File: src/rtl/feistel_seq_pkg.sv
// Shared constants and types for the Feistel core sequencer: host opcodes,
// core command bytes and the controller state encoding.
package feistel_seq_pkg;

    localparam int KEY_BYTES = 16;

    localparam logic [1:0] OP_LOAD_KEY  = 2'b00;
    localparam logic [1:0] OP_SET_START = 2'b01;
    localparam logic [1:0] OP_STREAM    = 2'b10;
    localparam logic [1:0] OP_RSVD      = 2'b11;

    // Any of these on an idle core starts a command, so idle drive is 0x00.
    localparam logic [7:0] CORE_CMD_KEY    = 8'h01;
    localparam logic [7:0] CORE_CMD_SEG    = 8'h0F;
    localparam logic [7:0] CORE_CMD_STREAM = 8'h02;

    typedef enum logic [3:0] {
        S_IDLE,
        S_KEY_CMD,
        S_KEY_DATA,
        S_ST_CMD,
        S_ST_ARG,
        S_WAIT_DATA,
        S_STR_CMD,
        S_STR_PAD,
        S_STR_DATA,
        S_DRAIN
    } state_e;

endpackage

File: src/rtl/feistel_seq_ctrl_if.sv
// Host-side bundle of the sequencer: command handshake, input byte stream and
// result strobe. The controller uses the slave modport, the host the master.
interface feistel_seq_ctrl_if;
    logic         cmd_valid;
    logic         cmd_ready;
    logic [1:0]   cmd_op;
    logic [7:0]   cmd_arg;
    logic         cmd_dec;
    logic [127:0] cmd_key;
    logic         din_valid;
    logic         din_ready;
    logic [7:0]   din_byte;
    logic         dout_valid;
    logic [7:0]   dout_byte;

    modport master (
        output cmd_valid, cmd_op, cmd_arg, cmd_dec, cmd_key, din_valid, din_byte,
        input  cmd_ready, din_ready, dout_valid, dout_byte
    );

    modport slave (
        input  cmd_valid, cmd_op, cmd_arg, cmd_dec, cmd_key, din_valid, din_byte,
        output cmd_ready, din_ready, dout_valid, dout_byte
    );
endinterface

File: src/rtl/feistel_seq_fifo.sv
// Synchronous byte FIFO with occupancy count; read data is shown from the head
// entry combinationally so a pop cycle can forward it directly.
module feistel_seq_fifo #(
    parameter int DEPTH = 16,
    localparam int AW = $clog2(DEPTH)
) (
    input  logic          clk,
    input  logic          rst,
    input  logic          push_i,
    input  logic [7:0]    wdata_i,
    input  logic          pop_i,
    output logic [7:0]    rdata_o,
    output logic          full_o,
    output logic [AW:0]   count_o
);

    localparam logic [AW:0] FULL_CNT = (AW+1)'(DEPTH);

    logic [7:0]    mem_q [DEPTH];
    logic [AW-1:0] wr_ptr_q, rd_ptr_q;
    logic [AW:0]   count_q;
    logic          push_ok, pop_ok;

    assign full_o  = (count_q == FULL_CNT);
    assign push_ok = push_i && !full_o;
    assign pop_ok  = pop_i && (count_q != '0);
    assign rdata_o = mem_q[rd_ptr_q];
    assign count_o = count_q;

    always_ff @(posedge clk) begin
        if (push_ok) mem_q[wr_ptr_q] <= wdata_i;
    end

    always_ff @(posedge clk or posedge rst) begin
        if (rst) begin
            wr_ptr_q <= '0;
            rd_ptr_q <= '0;
            count_q  <= '0;
        end else begin
            if (push_ok) wr_ptr_q <= wr_ptr_q + 1'b1;
            if (pop_ok)  rd_ptr_q <= rd_ptr_q + 1'b1;
            case ({push_ok, pop_ok})
                2'b10:   count_q <= count_q + 1'b1;
                2'b01:   count_q <= count_q - 1'b1;
                default: count_q <= count_q;
            endcase
        end
    end

endmodule

File: src/rtl/feistel_seq_ctrl.sv
// Host-command sequencer for the byte-serial Feistel core. Optional build macro
// FEISTEL_SEQ_RESYNC_EN re-sends the last start segment before every stream.
//
// state      | meaning
// IDLE       | accepting a host command
// KEY_CMD    | key-load command byte to core
// KEY_DATA   | 16 key bytes, MSB byte first
// ST_CMD     | set-segment command byte
// ST_ARG     | segment byte
// WAIT_DATA  | waiting for L bytes in the FIFO
// STR_CMD    | stream command byte
// STR_PAD    | sacrificial pad byte
// STR_DATA   | L data bytes popped from FIFO
// DRAIN      | last core result still in flight
module feistel_seq_ctrl
    import feistel_seq_pkg::*;
#(
    parameter int DIN_DEPTH = 16
) (
    input  logic               clk,
    input  logic               rst,
    feistel_seq_ctrl_if.slave  bus,
    output logic               busy_o,
    output logic [7:0]         cph_ui_o,
    output logic [7:0]         cph_uio_o,
    input  logic [7:0]         cph_uo_i
);

    localparam int CW = $clog2(DIN_DEPTH) + 1;

    state_e         state_q, state_d;
    logic [3:0]     cnt_q, cnt_d;
    logic [3:0]     len_q;
    logic [7:0]     seg_q;
    logic           dec_q;
    logic [127:0]   key_q;
    logic           mode_q;
    logic           str_prev_q;
    logic           dout_valid_q;
    logic [7:0]     dout_byte_q;

    logic           cmd_fire;
    logic           pop;
    logic           end_stream;
    logic [7:0]     ui;
    logic [7:0]     fifo_rdata;
    logic           fifo_full;
    logic [CW-1:0]  fifo_count;

    feistel_seq_fifo #(.DEPTH(DIN_DEPTH)) u_fifo (
        .clk     (clk),
        .rst     (rst),
        .push_i  (bus.din_valid),
        .wdata_i (bus.din_byte),
        .pop_i   (pop),
        .rdata_o (fifo_rdata),
        .full_o  (fifo_full),
        .count_o (fifo_count)
    );

    assign cmd_fire = bus.cmd_valid && (state_q == S_IDLE);

`ifdef FEISTEL_SEQ_RESYNC_EN
    logic str_pend_q;
    always_ff @(posedge clk or posedge rst) begin
        if (rst)           str_pend_q <= 1'b0;
        else if (cmd_fire) str_pend_q <= (bus.cmd_op == OP_STREAM);
    end
`endif

    always_comb begin
        state_d    = state_q;
        cnt_d      = cnt_q;
        ui         = 8'h00;
        end_stream = 1'b0;
        pop        = 1'b0;
        unique case (state_q)
            S_IDLE: begin
                if (bus.cmd_valid) begin
                    case (bus.cmd_op)
                        OP_LOAD_KEY:  state_d = S_KEY_CMD;
                        OP_SET_START: state_d = S_ST_CMD;
`ifdef FEISTEL_SEQ_RESYNC_EN
                        OP_STREAM:    state_d = S_ST_CMD;
`else
                        OP_STREAM:    state_d = (fifo_count > CW'(bus.cmd_arg[3:0]))
                                                ? S_STR_CMD : S_WAIT_DATA;
`endif
                        default:      state_d = S_IDLE;
                    endcase
                end
            end
            S_KEY_CMD: begin
                ui      = CORE_CMD_KEY;
                cnt_d   = 4'(KEY_BYTES - 1);
                state_d = S_KEY_DATA;
            end
            S_KEY_DATA: begin
                // cnt_q counts down from 15, so it doubles as the byte lane index
                ui    = key_q[{cnt_q, 3'b000} +: 8];
                cnt_d = cnt_q - 4'd1;
                if (cnt_q == 4'd0) state_d = S_IDLE;
            end
            S_ST_CMD: begin
                ui      = CORE_CMD_SEG;
                state_d = S_ST_ARG;
            end
            S_ST_ARG: begin
                ui      = seg_q;
                state_d = S_IDLE;
`ifdef FEISTEL_SEQ_RESYNC_EN
                if (str_pend_q)
                    state_d = (fifo_count > CW'(len_q)) ? S_STR_CMD : S_WAIT_DATA;
`endif
            end
            S_WAIT_DATA: begin
                if (fifo_count > CW'(len_q)) state_d = S_STR_CMD;
            end
            S_STR_CMD: begin
                ui      = CORE_CMD_STREAM;
                state_d = S_STR_PAD;
            end
            S_STR_PAD: begin
                cnt_d   = len_q;
                state_d = S_STR_DATA;
            end
            S_STR_DATA: begin
                ui         = fifo_rdata;
                pop        = 1'b1;
                end_stream = (cnt_q == 4'd0);
                cnt_d      = cnt_q - 4'd1;
                if (cnt_q == 4'd0) state_d = S_DRAIN;
            end
            S_DRAIN: state_d = S_IDLE;
            default: state_d = S_IDLE;
        endcase
    end

    always_ff @(posedge clk or posedge rst) begin
        if (rst) begin
            state_q      <= S_IDLE;
            cnt_q        <= '0;
            len_q        <= '0;
            seg_q        <= '0;
            dec_q        <= 1'b0;
            key_q        <= '0;
            mode_q       <= 1'b0;
            str_prev_q   <= 1'b0;
            dout_valid_q <= 1'b0;
            dout_byte_q  <= '0;
        end else begin
            state_q <= state_d;
            cnt_q   <= cnt_d;
            if (cmd_fire) begin
                len_q <= bus.cmd_arg[3:0];
                dec_q <= bus.cmd_dec;
                key_q <= bus.cmd_key;
                if (bus.cmd_op == OP_SET_START) seg_q <= bus.cmd_arg;
            end
            // Streams entered straight from IDLE have not latched dec yet
            if (state_d == S_STR_CMD && state_q != S_STR_CMD)
                mode_q <= cmd_fire ? bus.cmd_dec : dec_q;
            str_prev_q   <= (state_q == S_STR_DATA);
            dout_valid_q <= str_prev_q;
            if (str_prev_q) dout_byte_q <= cph_uo_i;
        end
    end

    assign bus.cmd_ready  = (state_q == S_IDLE);
    assign bus.din_ready  = !fifo_full;
    assign bus.dout_valid = dout_valid_q;
    assign bus.dout_byte  = dout_byte_q;
    assign busy_o         = (state_q != S_IDLE);
    assign cph_ui_o       = ui;
    assign cph_uio_o      = {6'b000000, end_stream, mode_q};

endmodule

File: src/flat_wrapper.sv
// flat-port wrapper written by rule: the top's interface ports become plain ports
module feistel_seq_ctrl_flat import feistel_seq_pkg::*;
#(
    parameter int DIN_DEPTH = 16
)
  (clk, rst, busy_o, cph_ui_o, cph_uio_o, cph_uo_i, bus_cmd_valid, bus_cmd_op, bus_cmd_arg, bus_cmd_dec, bus_cmd_key, bus_din_valid, bus_din_byte, bus_cmd_ready, bus_din_ready, bus_dout_valid, bus_dout_byte);
  feistel_seq_ctrl_if bus_i ();
  input  logic clk;
  input  logic rst;
  output logic busy_o;
  output logic [7:0] cph_ui_o;
  output logic [7:0] cph_uio_o;
  input  logic [7:0] cph_uo_i;
  input wire logic [$bits(bus_i.cmd_valid)-1:0] bus_cmd_valid;
  input wire logic [$bits(bus_i.cmd_op)-1:0] bus_cmd_op;
  input wire logic [$bits(bus_i.cmd_arg)-1:0] bus_cmd_arg;
  input wire logic [$bits(bus_i.cmd_dec)-1:0] bus_cmd_dec;
  input wire logic [$bits(bus_i.cmd_key)-1:0] bus_cmd_key;
  input wire logic [$bits(bus_i.din_valid)-1:0] bus_din_valid;
  input wire logic [$bits(bus_i.din_byte)-1:0] bus_din_byte;
  output wire logic [$bits(bus_i.cmd_ready)-1:0] bus_cmd_ready;
  output wire logic [$bits(bus_i.din_ready)-1:0] bus_din_ready;
  output wire logic [$bits(bus_i.dout_valid)-1:0] bus_dout_valid;
  output wire logic [$bits(bus_i.dout_byte)-1:0] bus_dout_byte;
  assign bus_i.cmd_valid = bus_cmd_valid;
  assign bus_i.cmd_op = bus_cmd_op;
  assign bus_i.cmd_arg = bus_cmd_arg;
  assign bus_i.cmd_dec = bus_cmd_dec;
  assign bus_i.cmd_key = bus_cmd_key;
  assign bus_i.din_valid = bus_din_valid;
  assign bus_i.din_byte = bus_din_byte;
  assign bus_cmd_ready = bus_i.cmd_ready;
  assign bus_din_ready = bus_i.din_ready;
  assign bus_dout_valid = bus_i.dout_valid;
  assign bus_dout_byte = bus_i.dout_byte;
  feistel_seq_ctrl #(.DIN_DEPTH(DIN_DEPTH)) u_core (.clk(clk), .rst(rst), .bus(bus_i), .busy_o(busy_o), .cph_ui_o(cph_ui_o), .cph_uio_o(cph_uio_o), .cph_uo_i(cph_uo_i));
endmodule
File: config.mk
export PLATFORM = sky130hd
export DESIGN_NAME = feistel_seq_ctrl_flat
export DESIGN_NICKNAME = d
export VERILOG_FILES = /design/src/rtl/feistel_seq_pkg.sv /design/src/rtl/feistel_seq_ctrl_if.sv /design/src/rtl/feistel_seq_fifo.sv /design/src/rtl/feistel_seq_ctrl.sv /design/src/flat_wrapper.sv
export SDC_FILE = /design/constraint.sdc
export NUM_CORES = 1
export LEC_CHECK = 0
export ABC_AREA = 1
export CAP_MARGIN = 20
export CELL_PAD_IN_SITES_DETAIL_PLACEMENT = 1
export CELL_PAD_IN_SITES_GLOBAL_PLACEMENT = 1
export CORE_UTILIZATION = 45
export DETAILED_ROUTE_END_ITERATION = 6
export PLACE_DENSITY = 0.88
export SLEW_MARGIN = 20
export SYNTH_ARGS = -nofsm -noshare
export SYNTH_HDL_FRONTEND = slang
export SYNTH_SLANG_ARGS = --single-unit
File: constraint.sdc
create_clock -name clk -period 9.15 [get_ports clk]
set_clock_uncertainty 0.05 [all_clocks]
set_input_delay 1.83 -clock clk [delete_from_list [all_inputs] [get_ports clk]]
set_output_delay 1.83 -clock clk [all_outputs]
set_load 0.02 [all_outputs]
==> flow_summary.ini <==
[sta]
worstMarginPinSlew_ns = 1.135
finalSetupTns_ns = 0
period_share = 0.6215
rsz0062_at_grt = false
fmax_mhz = 175.8
slew_headroom = 0.2403
setup_viol = 0
fin_crit_ns = 5.687
hold_viol = 0
slew_violations = 0

[worst_setup_path]
crit_end = cph_ui_o[3]
crit_slowest_cell = clkdlybuf4s50_1
r2r_setup_slack_ns = 6.04
crit_required_ns = 7.27
start_kind = flip-flop
crit_top_cell = o21ai_0
max_stage_delay_ns = 0.62
cp-end-kind = primary output
cp_top_family = buffers and inverters
regToRegEndpoint = u_core.u_fifo.count_o[4]
crit_arrival_ns = 3.81
path_max_fanout = 82
r2r-start = u_core.state_q[1]
crit_chain = buf_4 -> inv_2 -> a21oi_1 -> o21ai_0 -> o21ai_0 -> nor2_1 -> o21ai_0 -> nand2_1 -> nand2_1 -> clkdlybuf4s50_1
crit_start = u_core.cnt_q[0]
path_buf_inv = 3
rr_worst_depth = 14
path_depth = 10
path_class = reg -> out

[clock_tree]
postCtsSetupBuffers = 0
cts_tree = built
hold_buffers = 0
htree_levels = 2
cts_max_path_buffers = 3
clock_sinks = 301
ctsResizeCount = 0
clk_latency_ns = 0.52
clkTransAtPathRegs_ns = 0.06
cts-root-buf = clkbuf_16
cts_buffers = 34

[layout]
syn_to_final_growth_pct = 22.42
multi_input_area_sq_um = 4750
nets = 1812
fill_cells = 3378
fin_cells = 2050
drive_gt1_frac = 0.05120
fin_area_sq_um = 16710
antenna_cells = 0
seqCellArea_sq_um = 8174

[yosys]
seq_area_frac_synth = 0.5987
synth-seq-cells = 301
netlist-cell-type-count = 37
synthCells = 1493
synth_edf_count = 128
synth_flop_cell = dfrtp_1
async_reset_ff_frac = 0.5748
synth_area_sq_um = 13650
synth-warning-count = 0
syn_avg_cell_area_sq_um = 9.143

[global_routing]
grt_use_met2 = 0.4701
grt_usage = 0.2834
antenna_found_initial = 0
grt_pass1_wl_microns = 67230
use_met1 = 0.3666
grtUsageMet3 = 0.04996
grt-ovfl-total = 0
grt_max_degree = 102
grt-busiest-layer = met2
grt_pass1_vias = 12040

[power]
peakVddDrop_v = 0.0002182
p_leak_nw = 7.228
fin_total_pwr_w = 0.005679
p_per_area_nw_per_um2 = 339.8

[route]
drc = 0
dr_total_vias = 11510
routed_via_density = 5.615
detail_route.wl_per_cell_microns = 21.24
first_pass_iters = 5
ant_nets = 0
wirelength_microns = 43550
drt-initial-drc-count = 911

[outcome]
outcome = finished, final reports clean

[die]
pin_count = 187
rows = 63
start_util = 0.4593
die-area_sq_um = 31040
core_sq_um = 29720
fp.dieW_microns = 176.2
die_h_microns = 176.2

[place]
dp.cells = 1986
place_area_sq_um = 15600
io_buffers = 180
gp_congestion = 0.8142
hpwlAfterDp_microns = 28080

[job]
drv_cap = 0

[hold_path]
hp-class = reg -> reg
## routing by layer
metal  wire (microns)  vias to the layer above
li1                 -                     5198
met1            17810                     5761
met2            21380                      439
met3             2830                      112
met4             1525                        0
met5                0                        -
## logic make-up after synthesis
| kind of cell | Yosys count | share of synthesized area |
|---|---|---|
| compound gates | 260 | 0.1079 |
| xor+xnor | 9 | 0.005775 |
| fa+ha+maj | 19 | 0.01797 |
| buf+inv | 177 | 0.05564 |
| flops | 301 | 0.5987 |
| mux | 8 | 0.006600 |
| other cells | 1 | 0.0002747 |
| simple gates | 718 | 0.2071 |
## cell usage in the layout (no fill, tap or decap), drive strengths merged
| cell type | count |
|---|---|
| o22ai | 5 |
| edfxtp | 128 |
| a21oi | 32 |
| dfrtp | 173 |
| or2 | 1 |
| mux2 | 8 |
| inv | 86 |
| xor2 | 8 |
| nand2 | 488 |
| ha | 18 |
| clkinv | 18 |
| o21ai | 161 |
| clkbuf | 46 |
| conb | 6 |
| buf | 9 |
| o31ai | 4 |
| nor2 | 161 |
| o21bai | 1 |
| nand3 | 61 |
| nor4 | 1 |
| a31oi | 1 |
| o221ai | 9 |
| xnor2 | 1 |
| nand3b | 1 |
| o211ai | 47 |
| nor3 | 2 |
| clkdlybuf4s50 | 180 |
| fa | 1 |
| nand4 | 3 |
## final cells by class
type / instances / share of cell area
well taps: 390 / 0.02920
flip-flops and latches: 301 / 0.4891
repair buffers: 189 / 0.1131
clock inverters: 16 / 0.006289
multi-input cells: 1020 / 0.2842
clock buffers: 46 / 0.05788
inverters: 88 / 0.02022
## state kept, by name, summed over array words and instances, names as in the netlist, 4 cells and up
| name | flops |
|---|---|
| u_core.u_fifo.wr_ptr_q | 4 |
| u_core.seg_q | 8 |
| u_core.u_fifo.count_o | 5 |
| u_core.u_fifo.rd_ptr_q | 4 |
| u_core.len_q | 4 |
| u_core.state_q | 4 |
| u_core.u_fifo.mem_q | 128 |
| u_core.bus.dout_byte | 8 |
| u_core.key_q | 128 |
| u_core.cnt_q | 4 |
## stage by stage
step	hold slack [ns]	worst slack [ns]	util
after detailed placement	0.4105	4.107	0.5249
final	0.4266	3.463	0.5623
after floorplan	0.3019	2.582	-
after global routing	0.4532	3.253	0.5623
after global placement	0.4063	4.200	0.5249
after CTS	0.4267	3.426	0.5610
## synth_stat cells, types with 2 or more instances
cell type	count	area (sq um)
nor2_2	2	12.51
xor2_1	8	70.07
o21ai_1	4	20.02
edfxtp_1	128	3844
nand2_1	487	1828
inv_2	7	26.28
buf_1	5	18.77
buf_2	37	185.2
o22ai_1	5	31.28
nand3_2	2	20.02
o31ai_1	4	30.03
o21ai_0	157	785.8
ha_1	18	225.2
clkinv_1	4	15.01
clkbuf_1	34	127.6
dfrtp_1	173	4329
nor2_1	157	589.3
inv_1	77	289.0
a21oi_1	32	160.2
o211ai_1	47	352.8
nand4_1	3	18.77
mux2_2	8	90.09
nor2_4	2	22.52
buf_4	13	97.59
nand3_1	59	295.3
o221ai_1	9	78.83
## worst min-delay path: stages, from the launching register on
cell	delay [ns]
dfrtp_1	0.34
nand2_1	0.05
nand2_1	0.05
## how the worst min path moves through the flow
stage,to,startpoint,cells after the start
floorplan,u_core.bus.dout_valid,u_core.str_prev_q,0
global placement,u_core.key_q[101],u_core.key_q[101],2
detailed placement,u_core.key_q[51],u_core.key_q[51],2
CTS,u_core.key_q[51],u_core.key_q[51],2
global route,u_core.key_q[47],u_core.key_q[47],2
finish,u_core.key_q[51],u_core.key_q[51],2
## where the power goes
group | total [W] | internal [W] | leakage (nW) | switching, W
Combinational | 0.00224 | 0.000743 | 3.41 | 0.00150
Clock | 0.00131 | 0.000748 | 0.526 | 0.000567
Sequential | 0.00212 | 0.00183 | 3.30 | 0.000293
(Power assumes the default switching activity.)
